<file path="src/rtl/sfu_acc_fifo.sv">
// sfu_acc_fifo: multi-column accumulate / activation unit with an output FIFO.
//
// A window is opened by `start` in IDLE. acc_len and mode are latched, and the
// accumulators, beat counter and sticky saturation flag are cleared. In ACC,
// each accepted beat adds psum_in into every lane. The last beat computes
// clamp + activation from acc + psum_in and pushes the result into a circular
// FIFO on that same edge.
//
// Ports:
//   clk, reset            clock, asynchronous active-low reset
//   start/acc_len/mode    window open pulse, beat count (0 == 1) and activation
//   in_valid/in_ready     psum_in beat handshake
//   psum_in               col lanes of psum_bw, lane k at [(k+1)*psum_bw-1 : k*psum_bw]
//   out_valid/out_ready   FIFO head handshake
//   psum_out              FIFO head entry, same lane packing
//   busy                  high in ACC
//   sat_o                 sticky: a lane was clamped in the current/last window

// Per-lane arithmetic: wrap-around accumulate, signed clamp, activation.
module sfu_acc_lane #(
    parameter int psum_bw = 16,
    parameter int acc_bw  = 20
) (
    input  logic [acc_bw-1:0]  acc,
    input  logic [psum_bw-1:0] psum,
    input  logic [1:0]         mode,
    output logic [acc_bw-1:0]  sum,
    output logic [psum_bw-1:0] res,
    output logic               sat
);
    localparam logic signed [acc_bw-1:0] MAXV = {{(acc_bw-psum_bw+1){1'b0}}, {(psum_bw-1){1'b1}}};
    localparam logic signed [acc_bw-1:0] MINV = {{(acc_bw-psum_bw+1){1'b1}}, {(psum_bw-1){1'b0}}};
    localparam logic [psum_bw-1:0] MAXP = {1'b0, {(psum_bw-1){1'b1}}};
    localparam logic [psum_bw-1:0] MINP = {1'b1, {(psum_bw-1){1'b0}}};

    logic signed [acc_bw-1:0] pext, s;
    logic                     hi, lo;
    logic [psum_bw-1:0]       clamped;

    always_comb begin
        pext = acc_bw'($signed(psum));
        s    = $signed(acc) + pext;
        sum  = s;
        hi   = s > MAXV;
        lo   = s < MINV;
        sat  = hi | lo;
        if (hi)      clamped = MAXP;
        else if (lo) clamped = MINP;
        else         clamped = s[psum_bw-1:0];
        case (mode)
            2'b01:   res = clamped[psum_bw-1] ? '0 : clamped;
            // abs of the clamped minimum has no positive twin; pin it to max
            2'b10:   res = !clamped[psum_bw-1] ? clamped :
                           (clamped == MINP) ? MAXP : -clamped;
            default: res = clamped;
        endcase
    end
endmodule

module sfu_acc_fifo #(
    parameter int psum_bw = 16,
    parameter int acc_bw  = 20,
    parameter int col     = 8,
    parameter int cnt_bw  = 8,
    parameter int depth   = 4
) (
    input  logic                   clk,
    input  logic                   reset,
    input  logic                   start,
    input  logic [cnt_bw-1:0]      acc_len,
    input  logic [1:0]             mode,
    input  logic                   in_valid,
    output logic                   in_ready,
    input  logic [col*psum_bw-1:0] psum_in,
    output logic                   out_valid,
    input  logic                   out_ready,
    output logic [col*psum_bw-1:0] psum_out,
    output logic                   busy,
    output logic                   sat_o
);
    localparam int PW = $clog2(depth);
    localparam int CW = PW + 1;

    typedef enum logic {IDLE, ACC} state_t;
    state_t state_q, state_d;

    logic [cnt_bw-1:0]                  len_q, cnt_q;
    logic [1:0]                         mode_q;
    logic                               sat_q;
    logic [col-1:0][acc_bw-1:0]         acc_q, lane_sum;
    logic [col-1:0][psum_bw-1:0]        lane_in, lane_res;
    logic [col-1:0]                     lane_sat;
    logic [depth-1:0][col-1:0][psum_bw-1:0] mem;
    logic [PW-1:0]                      wr_ptr, rd_ptr;
    logic [CW-1:0]                      count;
    logic                               last, full, fire, push, pop;

    assign lane_in = psum_in;

    for (genvar k = 0; k < col; k++) begin : g_lane
        sfu_acc_lane #(.psum_bw(psum_bw), .acc_bw(acc_bw)) u_lane (
            .acc  (acc_q[k]),
            .psum (lane_in[k]),
            .mode (mode_q),
            .sum  (lane_sum[k]),
            .res  (lane_res[k]),
            .sat  (lane_sat[k])
        );
    end

    assign busy      = (state_q == ACC);
    assign full      = (count == CW'(depth));
    assign last      = busy && (cnt_q == len_q - cnt_bw'(1));
    // Only the last beat needs FIFO room; uses the registered count, so a
    // same-cycle pop does not let the beat in.
    assign in_ready  = busy && !(last && full);
    assign fire      = in_valid && in_ready;
    assign push      = fire && last;
    assign out_valid = (count != '0);
    assign pop       = out_valid && out_ready;
    assign psum_out  = mem[rd_ptr];
    assign sat_o     = sat_q;

    always_ff @(posedge clk or negedge reset) begin
        if (!reset) state_q <= IDLE;
        else        state_q <= state_d;
    end

    always_comb begin
        state_d = state_q;
        case (state_q)
            IDLE:    if (start) state_d = ACC;
            ACC:     if (push)  state_d = IDLE;
            default: state_d = IDLE;
        endcase
    end

    always_ff @(posedge clk or negedge reset) begin
        if (!reset) begin
            len_q  <= '0;
            cnt_q  <= '0;
            mode_q <= '0;
            sat_q  <= 1'b0;
            acc_q  <= '0;
        end else if (state_q == IDLE && start) begin
            len_q  <= (acc_len == '0) ? cnt_bw'(1) : acc_len;
            mode_q <= mode;
            cnt_q  <= '0;
            sat_q  <= 1'b0;
            acc_q  <= '0;
        end else if (fire) begin
            if (last) begin
                sat_q <= sat_q | (|lane_sat);
            end else begin
                acc_q <= lane_sum;
                cnt_q <= cnt_q + cnt_bw'(1);
            end
        end
    end

    always_ff @(posedge clk or negedge reset) begin
        if (!reset) begin
            mem    <= '0;
            wr_ptr <= '0;
            rd_ptr <= '0;
            count  <= '0;
        end else begin
            if (push) begin
                mem[wr_ptr] <= lane_res;
                wr_ptr      <= wr_ptr + PW'(1);
            end
            if (pop) rd_ptr <= rd_ptr + PW'(1);
            case ({push, pop})
                2'b10:   count <= count + CW'(1);
                2'b01:   count <= count - CW'(1);
                default: count <= count;
            endcase
        end
    end
endmodule

</file>
<file path="config.mk">
export PLATFORM = sky130hd
export DESIGN_NAME = sfu_acc_fifo
export DESIGN_NICKNAME = d
export VERILOG_FILES = /design/src/rtl/sfu_acc_fifo.sv
export SDC_FILE = /design/constraint.sdc
export NUM_CORES = 2
export LEC_CHECK = 0
export ABC_AREA = 1
export CAP_MARGIN = 20
export CORE_MARGIN = 2
export CORE_UTILIZATION = 26
export CTS_BUF_LIST = sky130_fd_sc_hd__clkbuf_8
export CTS_CLUSTER_SIZE = 14
export DETAILED_ROUTE_END_ITERATION = 8
export GPL_TIMING_DRIVEN = 1
export SETUP_SLACK_MARGIN = 0.02
export SLEW_MARGIN = 5
export SYNTH_ARGS = -nofsm -noshare
export SYNTH_HDL_FRONTEND = slang
export SYNTH_SLANG_ARGS = --single-unit
</file>
<file path="constraint.sdc">
create_clock -name clk -period 8.48 [get_ports clk]
set_input_delay 1.696 -clock clk [delete_from_list [all_inputs] [get_ports clk]]
set_output_delay 1.696 -clock clk [all_outputs]
set_load 0.03 [all_outputs]
</file>
# Word level (Yosys, flattened, before mapping)
# Cells that the tools add are included.
dict set report op_classes {
  n_addsub 22
  order_cmp 19
  eq_ne 15
  mux 67
  bitwise 10
  n_reduce_logical 17
}
# cell n
set op_table {}
lappend op_table {{bitwise mux 512 bit} 1}
lappend op_table {{2-to-1 mux 16 bit} 32}
lappend op_table {{2-to-1 mux 160 bit} 3}
lappend op_table {{binary-select mux 128 bit (select 2 bit)} 1}
lappend op_table {{demux 128 bit (select 2 bit)} 1}
lappend op_table {{2-to-1 mux 128 bit} 2}
lappend op_table {{one-hot mux 16 bit (2 select lines)} 8}
lappend op_table {{adder 20 x 16 -> 20 bit} 8}
lappend op_table {{> comparator 20 x 16 -> 1 bit, second input constant} 8}
lappend op_table {{< comparator 20 x 16 -> 1 bit, second input constant} 8}
lappend op_table {{equality test 16 bit, second input constant} 8}
lappend op_table {{negation 16 bit} 8}
lappend op_table {{2-to-1 mux 15 bit} 8}
lappend op_table {{2-to-1 mux 8 bit} 4}
lappend op_table {{OR 1 bit} 9}
lappend op_table {{adder 8 x 1 -> 8 bit, second input constant} 1}
lappend op_table {{equality test 8 bit} 1}
lappend op_table {{logical AND 1 bit} 8}
lappend op_table {{logical NOT 8 bit} 1}
lappend op_table {{OR reduction 8 bit} 1}
lappend op_table {{subtractor 8 x 1 -> 8 bit, second input constant} 1}
lappend op_table {{< comparator 2 x 3 -> 1 bit, second input constant} 2}
lappend op_table {{one-hot mux 3 bit (2 select lines)} 1}
lappend op_table {{nonzero test 2 bit} 3}
lappend op_table {{14 further kinds} 22}
dict set report totals {
  regBits 699
  inputBits 143
  out_inout_bits 132
  wordCells 198
}

# Depth between registers and ports, before layout
dict set report logic_depth {
  ltp_word 10
  mapped_depth 31
  mapped_depth_nobuf 30
}

# By module
# A second synthesis with hierarchy kept.
dict set report unflattened {
  cells_unflattened 7611
  area_unflattened_um2 51778.4
}
# module instances cells_per_inst area_per_inst_um2 seq_area_each_um2
set by_module_without_submodules {}
lappend by_module_without_submodules {sfu_acc_fifo 1 4391 34533.1 17491.8}
lappend by_module_without_submodules {{sfu_acc_lane at g_lane[1].u_lane ...} 4 402 2220.9 0.0}
lappend by_module_without_submodules {{sfu_acc_lane at g_lane[5].u_lane ...} 3 404 2054.5 0.0}
lappend by_module_without_submodules {{sfu_acc_lane at g_lane[0].u_lane} 1 400 2198.4 0.0}

# Worst setup path after synthesis
# No wires, ideal clock.
dict set report synth_path {
  path_kind {input -> register}
  start {in psum_in[96]}
  end {reg mem[366] (netlist bit)}
  setup_time_ns 0.066
  arrival_ns 4.599
  t_required_ns 8.414
  slack_ns 3.816
  stages 30
  n_path_buf 1
  cell_sequence {ha_1 inv_1 fa_1 inv_1 nand3_1 nand2_1 nand2_1 nand2_1 nand2_1 nand2_1 nand2_1 nand2_1 inv_1 nor2_1 nand2_1 nand2_4 buf_2 nand2_1 inv_1 ha_1 nand2_1 nor2_1 nand2_1 nor2_2 nand2_2 o21ai_0 inv_1 nand2_2 nand2_1 nand2_1}
}
dict set report synth_between {
  elab_chain_len 9
  word_cells_on_any_way 12
  cone_classes {add/sub: 2; order compare: 2; eq/ne: 1; mux: 7}
}
# element line
set synth_lines {}
lappend synth_lines {{start: declaration} 74} ;# input logic [col*psum_bw-1:0] psum_in,
lappend synth_lines {{adder 20 x 16 -> 20 bit (*)} 42} ;# s = $signed(acc) + pext;
lappend synth_lines {{< comparator 20 x 16 -> 1 bit} 45} ;# lo = s < MINV;
lappend synth_lines {{2-to-1 mux 16 bit} 48} ;# else if (lo) clamped = MINP;
lappend synth_lines {{2-to-1 mux 16 bit (*)} 47} ;# if (hi) clamped = MAXP;
lappend synth_lines {{negation 16 bit / equality test 16 bit (equally long branches)} 54} ;# (clamped == MINP) ? MAXP : -clamped;
lappend synth_lines {{2-to-1 mux 16 bit} 54}
lappend synth_lines {{2-to-1 mux 16 bit} 53} ;# 2'b10: res = !clamped[psum_bw-1] ? clamped :
lappend synth_lines {{one-hot mux 16 bit (2 select lines) (*)} 50} ;# case (mode)
lappend synth_lines {{bitwise mux 512 bit (*)} 169} ;# mem[wr_ptr] <= lane_res;
lappend synth_lines {{end signal: indexed assignment} 169}
lappend synth_lines {{end: declaration} 93} ;# logic [depth-1:0][col-1:0][psum_bw-1:0] mem;
# Mark *: on every way between the ends. The rest lies on a longest branch, timed or not.
# A chain may end at the register's enable or synchronous reset.

# Final worst setup path
dict set report layout_path {
  start {reg rd_ptr[0]}
  end {out psum_out[31]}
}
dict set report layout_between {
  elab_chain_len 2
}
# element line
set layout_lines {}
lappend layout_lines {{start: declaration} 94} ;# logic [PW-1:0] wr_ptr, rd_ptr;
lappend layout_lines {{start signal: assignment} 172} ;# if (pop) rd_ptr <= rd_ptr + PW'(1);
lappend layout_lines {{binary-select mux 128 bit (select 2 bit)} 121} ;# assign psum_out = mem[rd_ptr];
lappend layout_lines {{2-to-1 mux 128 bit (implied by the code)} 121}
lappend layout_lines {{end: declaration} 77} ;# output logic [col*psum_bw-1:0] psum_out,
# No other way between the ends. The select of a mux whose other input is x is not followed.

==> impl_metrics.xml <==
<?xml version="1.0" encoding="UTF-8"?>
<metrics>
  <group name="clock_network">
    <metric name="clock-sinks" unit="">699</metric>
    <metric name="cts_inserted_buffers" unit="">134</metric>
    <metric name="postCtsHoldBufs" unit="">0</metric>
    <metric name="post_cts_resize_count" unit="">0</metric>
    <metric name="htree_levels" unit="">4</metric>
    <metric name="cts-root-buf" unit="">sky130_fd_sc_hd__clkbuf_8</metric>
    <metric name="post_cts_buffers" unit="">0</metric>
    <metric name="max-clock-path-buffers" unit="">3</metric>
    <metric name="clk_pin_slew" unit="ns">0.06</metric>
    <metric name="tritoncts" unit="">done</metric>
    <metric name="clock_latency" unit="ns">0.89</metric>
  </group>
  <group name="drt">
    <metric name="initial_drc_count" unit="">3303</metric>
    <metric name="drt-vias-per-instance" unit="">4.78</metric>
    <metric name="drt-pass1-iter-count" unit="">5</metric>
    <metric name="detail_route.wl_per_cell" unit="um">17.5</metric>
    <metric name="finalWirelength" unit="um">161000</metric>
    <metric name="overall_via_count_from_detail_route" unit="">43800</metric>
    <metric name="drc" unit="">0</metric>
    <metric name="routed_antenna_nets" unit="">0</metric>
  </group>
  <group name="setup_path">
    <metric name="worst_path_max_delay_cell" unit="">sky130_fd_sc_hd__dfrtp_4</metric>
    <metric name="critPathLaunchType" unit="">register</metric>
    <metric name="critical_path.cell_chain" unit="">inv_8 &gt; buf_4 &gt; o21ai_0 &gt; o22ai_1 &gt; clkdlybuf4s50_1</metric>
    <metric name="critical-path-max-stage-delay" unit="ns">0.79</metric>
    <metric name="critPathArrivalTime" unit="ns">4.75</metric>
    <metric name="path_max_fanout" unit="">151</metric>
    <metric name="timing_worst_setup_path_type" unit="">register to primary output</metric>
    <metric name="cp_num_buf_inv" unit="">3</metric>
    <metric name="worst_ep_required_time" unit="ns">6.78</metric>
    <metric name="regToRegSetupSlack" unit="ns">3.76</metric>
    <metric name="cp_top_family" unit="">buffers and inverters</metric>
    <metric name="crit_path_end_kind" unit="">primary output</metric>
  </group>
  <group name="floorplan">
    <metric name="dieWidth" unit="um">421</metric>
    <metric name="number_of_primary_i_o_pins" unit="">275</metric>
    <metric name="die_area" unit="sq mm">0.177</metric>
    <metric name="floorplan.rows" unit="">153</metric>
    <metric name="core_region_area" unit="sq mm">0.173</metric>
    <metric name="chipHeight" unit="um">421</metric>
    <metric name="effective_utilization_at_floorplan" unit="%">26.1</metric>
  </group>
  <group name="layout">
    <metric name="area_growth_syn_to_layout" unit="%">16.7</metric>
    <metric name="layout.nets" unit="">7057</metric>
    <metric name="layout-drive-gt1-share" unit="%">5.81</metric>
    <metric name="utilization" unit="%">30.5</metric>
    <metric name="n_fill_cell" unit="">18800</metric>
  </group>
  <group name="synth">
    <metric name="synthesis.nets" unit="">6897</metric>
    <metric name="yosysSeqAreaShare" unit="%">38.7</metric>
    <metric name="synth_area_leaders" unit="">sky130_fd_sc_hd__dfrtp_1 (39%), sky130_fd_sc_hd__nand2_1 (23%), sky130_fd_sc_hd__o21ai_0 (4.5%)</metric>
    <metric name="synth_edf_count" unit="">0</metric>
    <metric name="yosys_most_used_dff" unit="">sky130_fd_sc_hd__dfrtp_1</metric>
    <metric name="synth_largest_area_cell" unit="">sky130_fd_sc_hd__dfrtp_1</metric>
    <metric name="yosysTopAreaCellShare" unit="%">38.7</metric>
    <metric name="postSynthCellCount" unit="">6583</metric>
    <metric name="synthDistinctLibCells" unit="">61</metric>
    <metric name="ys_warn_count" unit="">0</metric>
    <metric name="synth-seq-cells" unit="">699</metric>
    <metric name="post_synth_instance_area" unit="sq mm">0.0452</metric>
    <metric name="synthArstFlopShare" unit="%">100</metric>
    <metric name="synth_area_per_cell" unit="sq um">6.87</metric>
  </group>
  <group name="sta">
    <metric name="finalWorstPathRequiredPeriod" unit="ns">6.44</metric>
    <metric name="fmaxAchievable" unit="MHz">155</metric>
    <metric name="final.period_utilization" unit="%">76.0</metric>
    <metric name="worst_slack" unit="ns">2.04</metric>
    <metric name="slew_viol_final" unit="">0</metric>
    <metric name="relSlewSlack" unit="%">28.8</metric>
    <metric name="finalHoldViolCount" unit="">0</metric>
    <metric name="max_slew.worst_pin.slew" unit="ns">1.07</metric>
    <metric name="fin_skew" unit="ns">0.0487</metric>
    <metric name="grt_setup_unrepaired" unit="">false</metric>
    <metric name="fin_hold_ws" unit="ns">0.472</metric>
    <metric name="finalSetupViolCount" unit="">0</metric>
    <metric name="fin_tns_setup" unit="ns">0</metric>
  </group>
  <group name="placement">
    <metric name="port_buffers" unit="">274</metric>
    <metric name="place_worst_setup_slack" unit="ns">2.18</metric>
    <metric name="gp_congestion" unit="">0.931</metric>
    <metric name="post_detail_place_hpwl" unit="um">108000</metric>
  </group>
  <group name="hold_path">
    <metric name="hp-class" unit="">register to register</metric>
  </group>
  <group name="job">
    <metric name="max_cap_violations" unit="">0</metric>
  </group>
  <group name="grt">
    <metric name="grt_first_pass_wirelength" unit="um">249000</metric>
    <metric name="aggregate_global_routing_overflow" unit="">0</metric>
    <metric name="grt_start_max_net_pins" unit="">164</metric>
    <metric name="number_of_antenna_violations_at_the_first_check_in_global_routing" unit="">13</metric>
    <metric name="first_global_vias" unit="">42700</metric>
    <metric name="globalRouteTotalUtil" unit="%">17.7</metric>
  </group>
  <group name="run_status">
    <metric name="run_status" unit="">finished clean</metric>
  </group>
</metrics>
[worst paths after layout]
kind / startpoint / end / cells past startpoint
worst min-delay path: mem[177] / mem[177] / 2
worst max-delay path: rd_ptr[0] / psum_out[31] / 5
max in group asynchronous: reset / acc_q[114] / 3
min in group asynchronous: reset / mem[326] / 1
worst min register to register: mem[177] / mem[177] / 2
worst max register to register: len_q[0] / mem[106] / 15
[layout make-up]
cell class / instances / area (sq um) / area share (%)
well taps: 2325 / 2910 / 5.51
diodes: 3 / 7.51 / 0.0142
repair buffers: 316 / 3140 / 5.95
flip-flops and latches: 699 / 17500 / 33.2
clock inverters: 72 / 517 / 0.979
inverters: 472 / 1810 / 3.43
clock buffers: 170 / 2340 / 4.43
multi-input cells: 5120 / 24600 / 46.5
[sequential cells by signal (all words and copies together), names as in the netlist]
| name | flops |
|---|---|
| cnt_q | 8 |
| count | 3 |
| rd_ptr | 2 |
| busy | 1 |
| sat_o | 1 |
| wr_ptr | 2 |
| mode_q | 2 |
| acc_q | 160 |
| len_q | 8 |
| mem | 512 |
[placed cells by master, fill, tap and decap left out, types with 19 or more instances in the layout]
cell type / synthesis / routed
sky130_fd_sc_hd__nand2_1: 2821 / 2821
sky130_fd_sc_hd__dfrtp_1: 699 / 697
sky130_fd_sc_hd__nor2_1: 530 / 529
sky130_fd_sc_hd__inv_1: 444 / 482
sky130_fd_sc_hd__o21ai_0: 409 / 408
sky130_fd_sc_hd__nand3_1: 333 / 332
sky130_fd_sc_hd__clkdlybuf4s50_1: 0 / 273
sky130_fd_sc_hd__a21oi_1: 205 / 205
sky130_fd_sc_hd__clkbuf_8: 0 / 170
sky130_fd_sc_hd__ha_1: 162 / 162
sky130_fd_sc_hd__o22ai_1: 138 / 138
sky130_fd_sc_hd__xor2_1: 86 / 86
sky130_fd_sc_hd__a22o_1: 85 / 85
sky130_fd_sc_hd__xnor2_1: 54 / 54
sky130_fd_sc_hd__nand2_2: 45 / 44
sky130_fd_sc_hd__buf_4: 19 / 36
sky130_fd_sc_hd__nand3_2: 30 / 30
sky130_fd_sc_hd__nor3_1: 28 / 28
sky130_fd_sc_hd__nand4_1: 28 / 28
sky130_fd_sc_hd__nand3b_1: 22 / 22
sky130_fd_sc_hd__o21bai_1: 19 / 19
[worst register-to-register path, delay by kind of cell, from the launching register on]
kind | cells | cell delay [ns]
and+or+nand+nor | 8 | 2.02
buffers and inverters | 4 | 1.75
DFF | 1 | 0.40
adders and majority gates | 1 | 0.18
xor gates and xnor gates | 1 | 0.17
AOI/OAI and AO/OA | 1 | 0.12
[cell families (layout without fill, tap and decap cells)]
logic type	Yosys count	count (layout)	share of synthesized area, %
AOI/OAI and AO/OA	912	912	11.7
xor gates and xnor gates	140	140	2.71
adders and majority gates	171	171	4.88
buffers and inverters	764	1030	7.12
DFF	699	699	38.7
other	0	3	0
and+or+nand+nor	3897	3897	34.9
[stage by stage]
step                      cell area (sq um)  cells
after global placement                49900   8932
final                                 52800   9177
after CTS                             52800   9174
after floorplan                       45200   6583
after global routing                  52800   9175
after detailed placement              49900   8932
[layer usage]
layer / up-vias / global-route usage (%) / share of wire, %
met5: - / 0 / 0.043
met4: 10 / 8.47 / 4.7
met3: 305 / 2.63 / 5.1
met2: 1233 / 30.2 / 48
met1: 20900 / 21.9 / 42
li1: 21400 / - / -
[Yosys cell counts (3+ instances only)]
| library cell | n |
|---|---|
| sky130_fd_sc_hd__dfrtp_1 | 699 |
| sky130_fd_sc_hd__nand2_4 | 10 |
| sky130_fd_sc_hd__nor4_1 | 8 |
| sky130_fd_sc_hd__and2_1 | 4 |
| sky130_fd_sc_hd__nor2_1 | 530 |
| sky130_fd_sc_hd__buf_4 | 19 |
| sky130_fd_sc_hd__clkinv_2 | 4 |
| sky130_fd_sc_hd__buf_1 | 14 |
| sky130_fd_sc_hd__xor2_1 | 86 |
| sky130_fd_sc_hd__buf_6 | 23 |
| sky130_fd_sc_hd__and3_1 | 8 |
| sky130_fd_sc_hd__a21oi_1 | 205 |
| sky130_fd_sc_hd__o21bai_1 | 19 |
| sky130_fd_sc_hd__or2_2 | 5 |
| sky130_fd_sc_hd__ha_1 | 162 |
| sky130_fd_sc_hd__nor2_2 | 9 |
| sky130_fd_sc_hd__clkbuf_1 | 159 |
| sky130_fd_sc_hd__nand3_1 | 333 |
| sky130_fd_sc_hd__nor3_1 | 28 |
| sky130_fd_sc_hd__nor2_4 | 3 |
| sky130_fd_sc_hd__a21o_1 | 3 |
| sky130_fd_sc_hd__inv_2 | 21 |
| sky130_fd_sc_hd__xnor2_1 | 54 |
| sky130_fd_sc_hd__fa_1 | 9 |
| sky130_fd_sc_hd__a31o_2 | 3 |
| sky130_fd_sc_hd__buf_2 | 77 |
| sky130_fd_sc_hd__nand4_1 | 28 |
| sky130_fd_sc_hd__o21ai_0 | 409 |
| sky130_fd_sc_hd__a22o_1 | 85 |
| sky130_fd_sc_hd__nand2_1 | 2821 |
| sky130_fd_sc_hd__o211ai_2 | 4 |
| sky130_fd_sc_hd__o31ai_1 | 8 |
| sky130_fd_sc_hd__nand3b_1 | 22 |
| sky130_fd_sc_hd__nand3_2 | 30 |
| sky130_fd_sc_hd__o211ai_1 | 15 |
| sky130_fd_sc_hd__nand2_2 | 45 |
| sky130_fd_sc_hd__a31oi_1 | 9 |
| sky130_fd_sc_hd__inv_1 | 444 |
| sky130_fd_sc_hd__o22ai_1 | 138 |
Power is left out: the tool's default activity adds up to more than one toggle a clock period on the data nets, which glitch-free logic cannot reach.
